File: src/rtl/ddr_rx_gearbox.sv
// DDR receive gearbox: captures a beat on each clock edge, packs BEATS beats into
// one word and queues the words in a small FIFO behind a valid/ready port.
module ddr_rx_gearbox #(
  parameter int WIDTH      = 8,
  parameter int BEATS      = 4,
  parameter int FIFO_DEPTH = 4
) (
  input  logic                             clk,
  input  logic                             rst_n,
  input  logic                             enable,
  input  logic                             frame_start,
  input  logic [WIDTH-1:0]                 ddr_in,
  output logic [WIDTH*BEATS-1:0]           m_data,
  output logic                             m_valid,
  input  logic                             m_ready,
  output logic                             overflow,
  input  logic                             overflow_clr,
  output logic [$clog2(FIFO_DEPTH+1)-1:0]  fifo_level
);

  localparam int PAIRS = BEATS / 2;
  localparam int DW    = WIDTH * BEATS;
  localparam int PW    = $clog2(FIFO_DEPTH);
  localparam int LW    = $clog2(FIFO_DEPTH + 1);
  localparam int CW    = (PAIRS > 1) ? $clog2(PAIRS) : 1;
  localparam logic [CW-1:0] LAST_SLOT  = CW'(PAIRS - 1);
  localparam logic [LW-1:0] FULL_LEVEL = LW'(FIFO_DEPTH);

  logic [WIDTH-1:0] pos_hold_r, neg_hold_r;
  logic             en_q_r, fs_q_r;
  logic [CW-1:0]    cnt_r;
  logic [DW-1:0]    acc_r;
  logic [DW-1:0]    mem_r [FIFO_DEPTH];
  logic [PW-1:0]    wr_ptr_r, rd_ptr_r;
  logic [LW-1:0]    level_r;
  logic [DW-1:0]    m_data_r;
  logic             m_valid_r, overflow_r;

  logic [2*WIDTH-1:0] pair_s;
  logic [CW-1:0]      slot_s, cnt_next_s;
  logic [DW-1:0]      word_s, acc_next_s, head_next_s;
  logic               push_s, pop_s, full_s, push_ok_s, drop_s;
  logic [LW-1:0]      level_next_s;
  logic [PW-1:0]      rd_ptr_next_s;

  // Rising-edge beat capture and qualifier registration
  always_ff @(posedge clk or negedge rst_n) begin
    if (!rst_n) begin
      pos_hold_r <= {WIDTH{1'b0}};
      en_q_r     <= 1'b0;
      fs_q_r     <= 1'b0;
    end else begin
      pos_hold_r <= ddr_in;
      en_q_r     <= enable;
      fs_q_r     <= frame_start & enable;
    end
  end

  // Falling-edge beat capture, qualified by the enable sampled at the preceding posedge
  always_ff @(negedge clk or negedge rst_n) begin
    if (!rst_n) begin
      neg_hold_r <= {WIDTH{1'b0}};
    end else if (en_q_r) begin
      neg_hold_r <= ddr_in;
    end else begin
      neg_hold_r <= neg_hold_r;
    end
  end

  // Pair placement: a frame start discards the partial word and restarts at slot 0
  always_comb begin
    pair_s = {neg_hold_r, pos_hold_r};
    slot_s = fs_q_r ? {CW{1'b0}} : cnt_r;
    word_s = fs_q_r ? {DW{1'b0}} : acc_r;
    word_s[int'(slot_s)*2*WIDTH +: 2*WIDTH] = pair_s;
    push_s = en_q_r && (slot_s == LAST_SLOT);
    if (!en_q_r) begin
      cnt_next_s = cnt_r;
      acc_next_s = acc_r;
    end else if (push_s) begin
      cnt_next_s = {CW{1'b0}};
      acc_next_s = {DW{1'b0}};
    end else begin
      cnt_next_s = slot_s + CW'(1);
      acc_next_s = word_s;
    end
  end

  // FIFO control; the head register is precomputed so m_data stays registered
  always_comb begin
    pop_s     = m_valid_r && m_ready;
    full_s    = (level_r == FULL_LEVEL);
    push_ok_s = push_s && (!full_s || pop_s);
    drop_s    = push_s && full_s && !pop_s;
    case ({push_ok_s, pop_s})
      2'b10:   level_next_s = level_r + LW'(1);
      2'b01:   level_next_s = level_r - LW'(1);
      default: level_next_s = level_r;
    endcase
    rd_ptr_next_s = pop_s ? rd_ptr_r + PW'(1) : rd_ptr_r;
    if (level_next_s == {LW{1'b0}}) begin
      head_next_s = {DW{1'b0}};
    end else if (push_ok_s && (rd_ptr_next_s == wr_ptr_r)) begin
      head_next_s = word_s;
    end else begin
      head_next_s = mem_r[rd_ptr_next_s];
    end
  end

  // Packing state
  always_ff @(posedge clk or negedge rst_n) begin
    if (!rst_n) begin
      cnt_r <= {CW{1'b0}};
      acc_r <= {DW{1'b0}};
    end else begin
      cnt_r <= cnt_next_s;
      acc_r <= acc_next_s;
    end
  end

  // FIFO storage, pointers, registered outputs and sticky overflow
  always_ff @(posedge clk or negedge rst_n) begin
    if (!rst_n) begin
      for (int i = 0; i < FIFO_DEPTH; i++) mem_r[i] <= {DW{1'b0}};
      wr_ptr_r   <= {PW{1'b0}};
      rd_ptr_r   <= {PW{1'b0}};
      level_r    <= {LW{1'b0}};
      m_data_r   <= {DW{1'b0}};
      m_valid_r  <= 1'b0;
      overflow_r <= 1'b0;
    end else begin
      if (push_ok_s) begin
        mem_r[wr_ptr_r] <= word_s;
        wr_ptr_r        <= wr_ptr_r + PW'(1);
      end
      rd_ptr_r   <= rd_ptr_next_s;
      level_r    <= level_next_s;
      m_data_r   <= head_next_s;
      m_valid_r  <= (level_next_s != {LW{1'b0}});
      overflow_r <= drop_s ? 1'b1 : (overflow_clr ? 1'b0 : overflow_r);
    end
  end

  assign m_data     = m_data_r;
  assign m_valid    = m_valid_r;
  assign overflow   = overflow_r;
  assign fifo_level = level_r;

endmodule

File: config.mk
export PLATFORM = sky130hd
export DESIGN_NAME = ddr_rx_gearbox
export DESIGN_NICKNAME = d
export VERILOG_FILES = /design/src/rtl/ddr_rx_gearbox.sv
export SDC_FILE = /design/constraint.sdc
export NUM_CORES = 1
export LEC_CHECK = 0
export CAP_MARGIN = 20
export CORE_UTILIZATION = 25
export DETAILED_ROUTE_END_ITERATION = 8
export PLACE_DENSITY_LB_ADDON = 0.3
export SYNTH_ARGS = -nofsm -noshare
export SYNTH_HDL_FRONTEND = slang
export SYNTH_SLANG_ARGS = --single-unit
File: constraint.sdc
create_clock -name clk -period 10.5 [get_ports clk]
set_clock_uncertainty 0.15 [all_clocks]
set_input_delay 1.05 -clock clk [delete_from_list [all_inputs] [get_ports clk]]
set_output_delay 1.05 -clock clk [all_outputs]
set_load 0.005 [all_outputs]
==> impl_metrics.csv <==
group,metric,value,unit
outcome,status,"finished, final reports clean",
setup_path,required,5.47,ns
cts,ctsHoldBuffers,0,
cts,cts_tree,"built",
finish,multi_input_comb_area,4330,um2
sta,finalHoldViolations,0,
placed_design,gp_congestion,0.757,
run,drv_cap,0,
cts,post_cts_buffers,0,
yosys,netlist_area,10300,um2
yosys,synth_compound_area_share,20.2,%
yosys,ys_types,42,
setup_path,worstSetupEndpointType,"register",
yosys,synth_edf_count,0,
routing,post_drt_via_cell_ratio,4.91,
sta,fin_tns_setup,0,ns
floorplanning,dieArea,42100,um2
finish,drive_gt1_share,15.2,%
finish,diodes,0,
power,p_leak,0.00506,uW
cts,cts_root_buffer,"clkbuf_16",
placed_design,place_hpwl,17100,um
yosys,synthSimpleGateAreaFrac,12.6,%
yosys,synthesis.nets,1050,
yosys,synth_top_family_by_area,"compound AO/OA/AOI/OAI gates",
global_routing,grt_overflow_total,0,
routing,avgRoutedWirePerCell,18.5,um
global_routing,grt_pass1_wl,47000,um
yosys,synth_top_area_share,51.4,%
power,ir_drop,253,uV
cts,cts_resized,0,
floorplanning,core-area,40700,um2
power,p_per_area,299,nW/um2
setup_path,cp-start-kind,"register",
floorplanning,die_w,205,um
floorplanning,dieHeight,205,um
yosys,synthAdderAreaFrac,0.800,%
finish,fin_util,29.7,%
yosys,synth_most_common_cell,"dfrtp_1",
yosys,synthFlopType,"dfrtp_1",
placed_design,port_buffers,50,
yosys,synth_area_leaders,"dfrtp_1 51%, o21ai_0 8.8%, mux2_2 6.1%",
power,p_total,3620,uW
yosys,synthMuxAreaShare,7.76,%
worst_hold_path,min_path_type,"reg2reg",
yosys,yosys_register_bits,220,
global_routing,grt_max_degree,94,
floorplanning,initial_core_util,25.3,%
setup_path,crit_type,"reg2reg",
routing,drc,0,
global_routing,grt_pass1_vias,7741,
sta,slew_headroom,28.0,%
setup_path,cp.arrival,1.98,ns
yosys,ys_top_cells_by_count,"212 x dfrtp_1, 181 x o21ai_0, 136 x nand2_1",
floorplanning,io_pins,51,
routing,firstDrtPassIters,5,
cts,cts-buffers-inserted,25,
finish,n_fill_cell,4281,
yosys,yosysSeqAreaShare,53.4,%
global_routing,grt_use_total,14.4,%
routing,routed_wl,29300,um
sta,holdWs,0.322,ns
cts,path_clk_slew,0.06,ns
yosys,ys.warnings.count,0,
sta,worst_slew_pin_slew,1.08,ns
routing,vias,7789,
sta,setup_viol_count_final,0,
setup_path,crit_fanout,26,
finish,fin_nets,1056,
sta,rsz0062_at_grt,"false",
routing,antenna_left,0,
yosys,synthXorXnorAreaFrac,0.509,%
cts,clk_latency,0.52,ns
cts,cts_sinks,220,
routing,drtIter0Drc,430,
yosys,netlist_instances,1030,
yosys,async_reset_ff_share,100,%
finish,seq_area,5510,um2
global_routing,antenna_found_initial,0,
finish,syn2layout_area_growth,17.2,%
sta,drv_slew,0,
cts,htree_num_levels,1,
yosys,synth_area_per_cell,10.0,um2
yosys,yosys.area.top_type,"dfrtp_1",
cts,cts_buffer_depth,3,
floorplanning,row_count,74,
[metal layers]
metal  share of wire, %  wire, um  global-route usage [%]
met5                  0         0                       0
met2                 46     13400                    22.9
met4                1.6       475                    3.68
met3                5.4      1580                    2.12
met1                 47     13800                    20.3
[kinds of logic (layout without fill, tap and decap cells)]
group,count (synthesis),count (layout)
DFF,220,220
adders and majority gates,6,6
and+or+nand+nor,277,277
AOI/OAI and AO/OA,330,330
buffers and inverters,118,142
muxes,73,73
xor gates and xnor gates,6,6
[through the flow]
stage	instance area, um2	setup slack (ns)	instances
floorplan	10300	3.65	1030
global placement	11300	3.19	1540
detailed placement	11300	3.17	1540
CTS	12100	3.46	1585
global route	12100	3.42	1586
finish	12100	3.49	1586
[critical path, stage by stage (launching register included)]
cell and delay, ns:
dfrtp_1 0.73, buf_4 0.37, mux2_2 0.37
[cells in the final DEF (no fill, tap or decap), drive strengths merged, types with 16 or more instances in the layout]
cell type	instances
o221ai	46
buf	21
inv	26
or2	16
nand2	136
a211oi	18
clkbuf	37
mux2	56
and2	17
clkdlybuf4s50	49
o21ai	181
nor2	35
dfrtp	212
nor3	33
a21oi	33
mux2i	17
o22ai	17
nand3	18
[worst paths after layout]
kind,start,endpoint,slack (ns),cells after the start
setup reg to reg,en_q_r$_DFF_PN0_,neg_hold_r[3]$_DFFE_NN0P_,3.49,2
setup / recovery,en_q_r$_DFF_PN0_,neg_hold_r[3]$_DFFE_NN0P_,3.49,2
hold reg to reg,mem_r[22]$_DFFE_PN0P_,mem_r[22]$_DFFE_PN0P_,0.32,2
hold / removal,mem_r[22]$_DFFE_PN0P_,mem_r[22]$_DFFE_PN0P_,0.32,2
min in group asynchronous,rst_n,mem_r[31]$_DFFE_PN0P_,0.38,1
max in group asynchronous,rst_n,neg_hold_r[4]$_DFFE_NN0P_,4.08,1
[layout make-up]
cell class | instances | area share (%)
multi-input cells | 692 | 35.8
well taps | 532 | 5.51
clock inverters | 8 | 0.538
flip-flops and latches | 220 | 45.6
clock buffers | 37 | 6.29
repair buffers | 70 | 5.42
inverters | 27 | 0.838
[flip-flops by register name, summed over array words and instances (netlist names)]
| register | count |
|---|---|
| mem_r | 128 |
| m_valid | 1 |
| fs_q_r | 1 |
| acc_r | 32 |
| en_q_r | 1 |
| wr_ptr_r | 2 |
| cnt_r | 1 |
| pos_hold_r | 8 |
| overflow | 1 |
| fifo_level | 3 |
| rd_ptr_r | 2 |
| neg_hold_r | 8 |
| m_data | 32 |
[report_power, final]
| part | switching [uW] | total [uW] | internal [uW] |
|---|---|---|---|
| registers | 237 | 1400 | 1160 |
| logic | 750 | 1360 | 609 |
| clock network | 341 | 863 | 522 |
(Power assumes the default switching activity.)
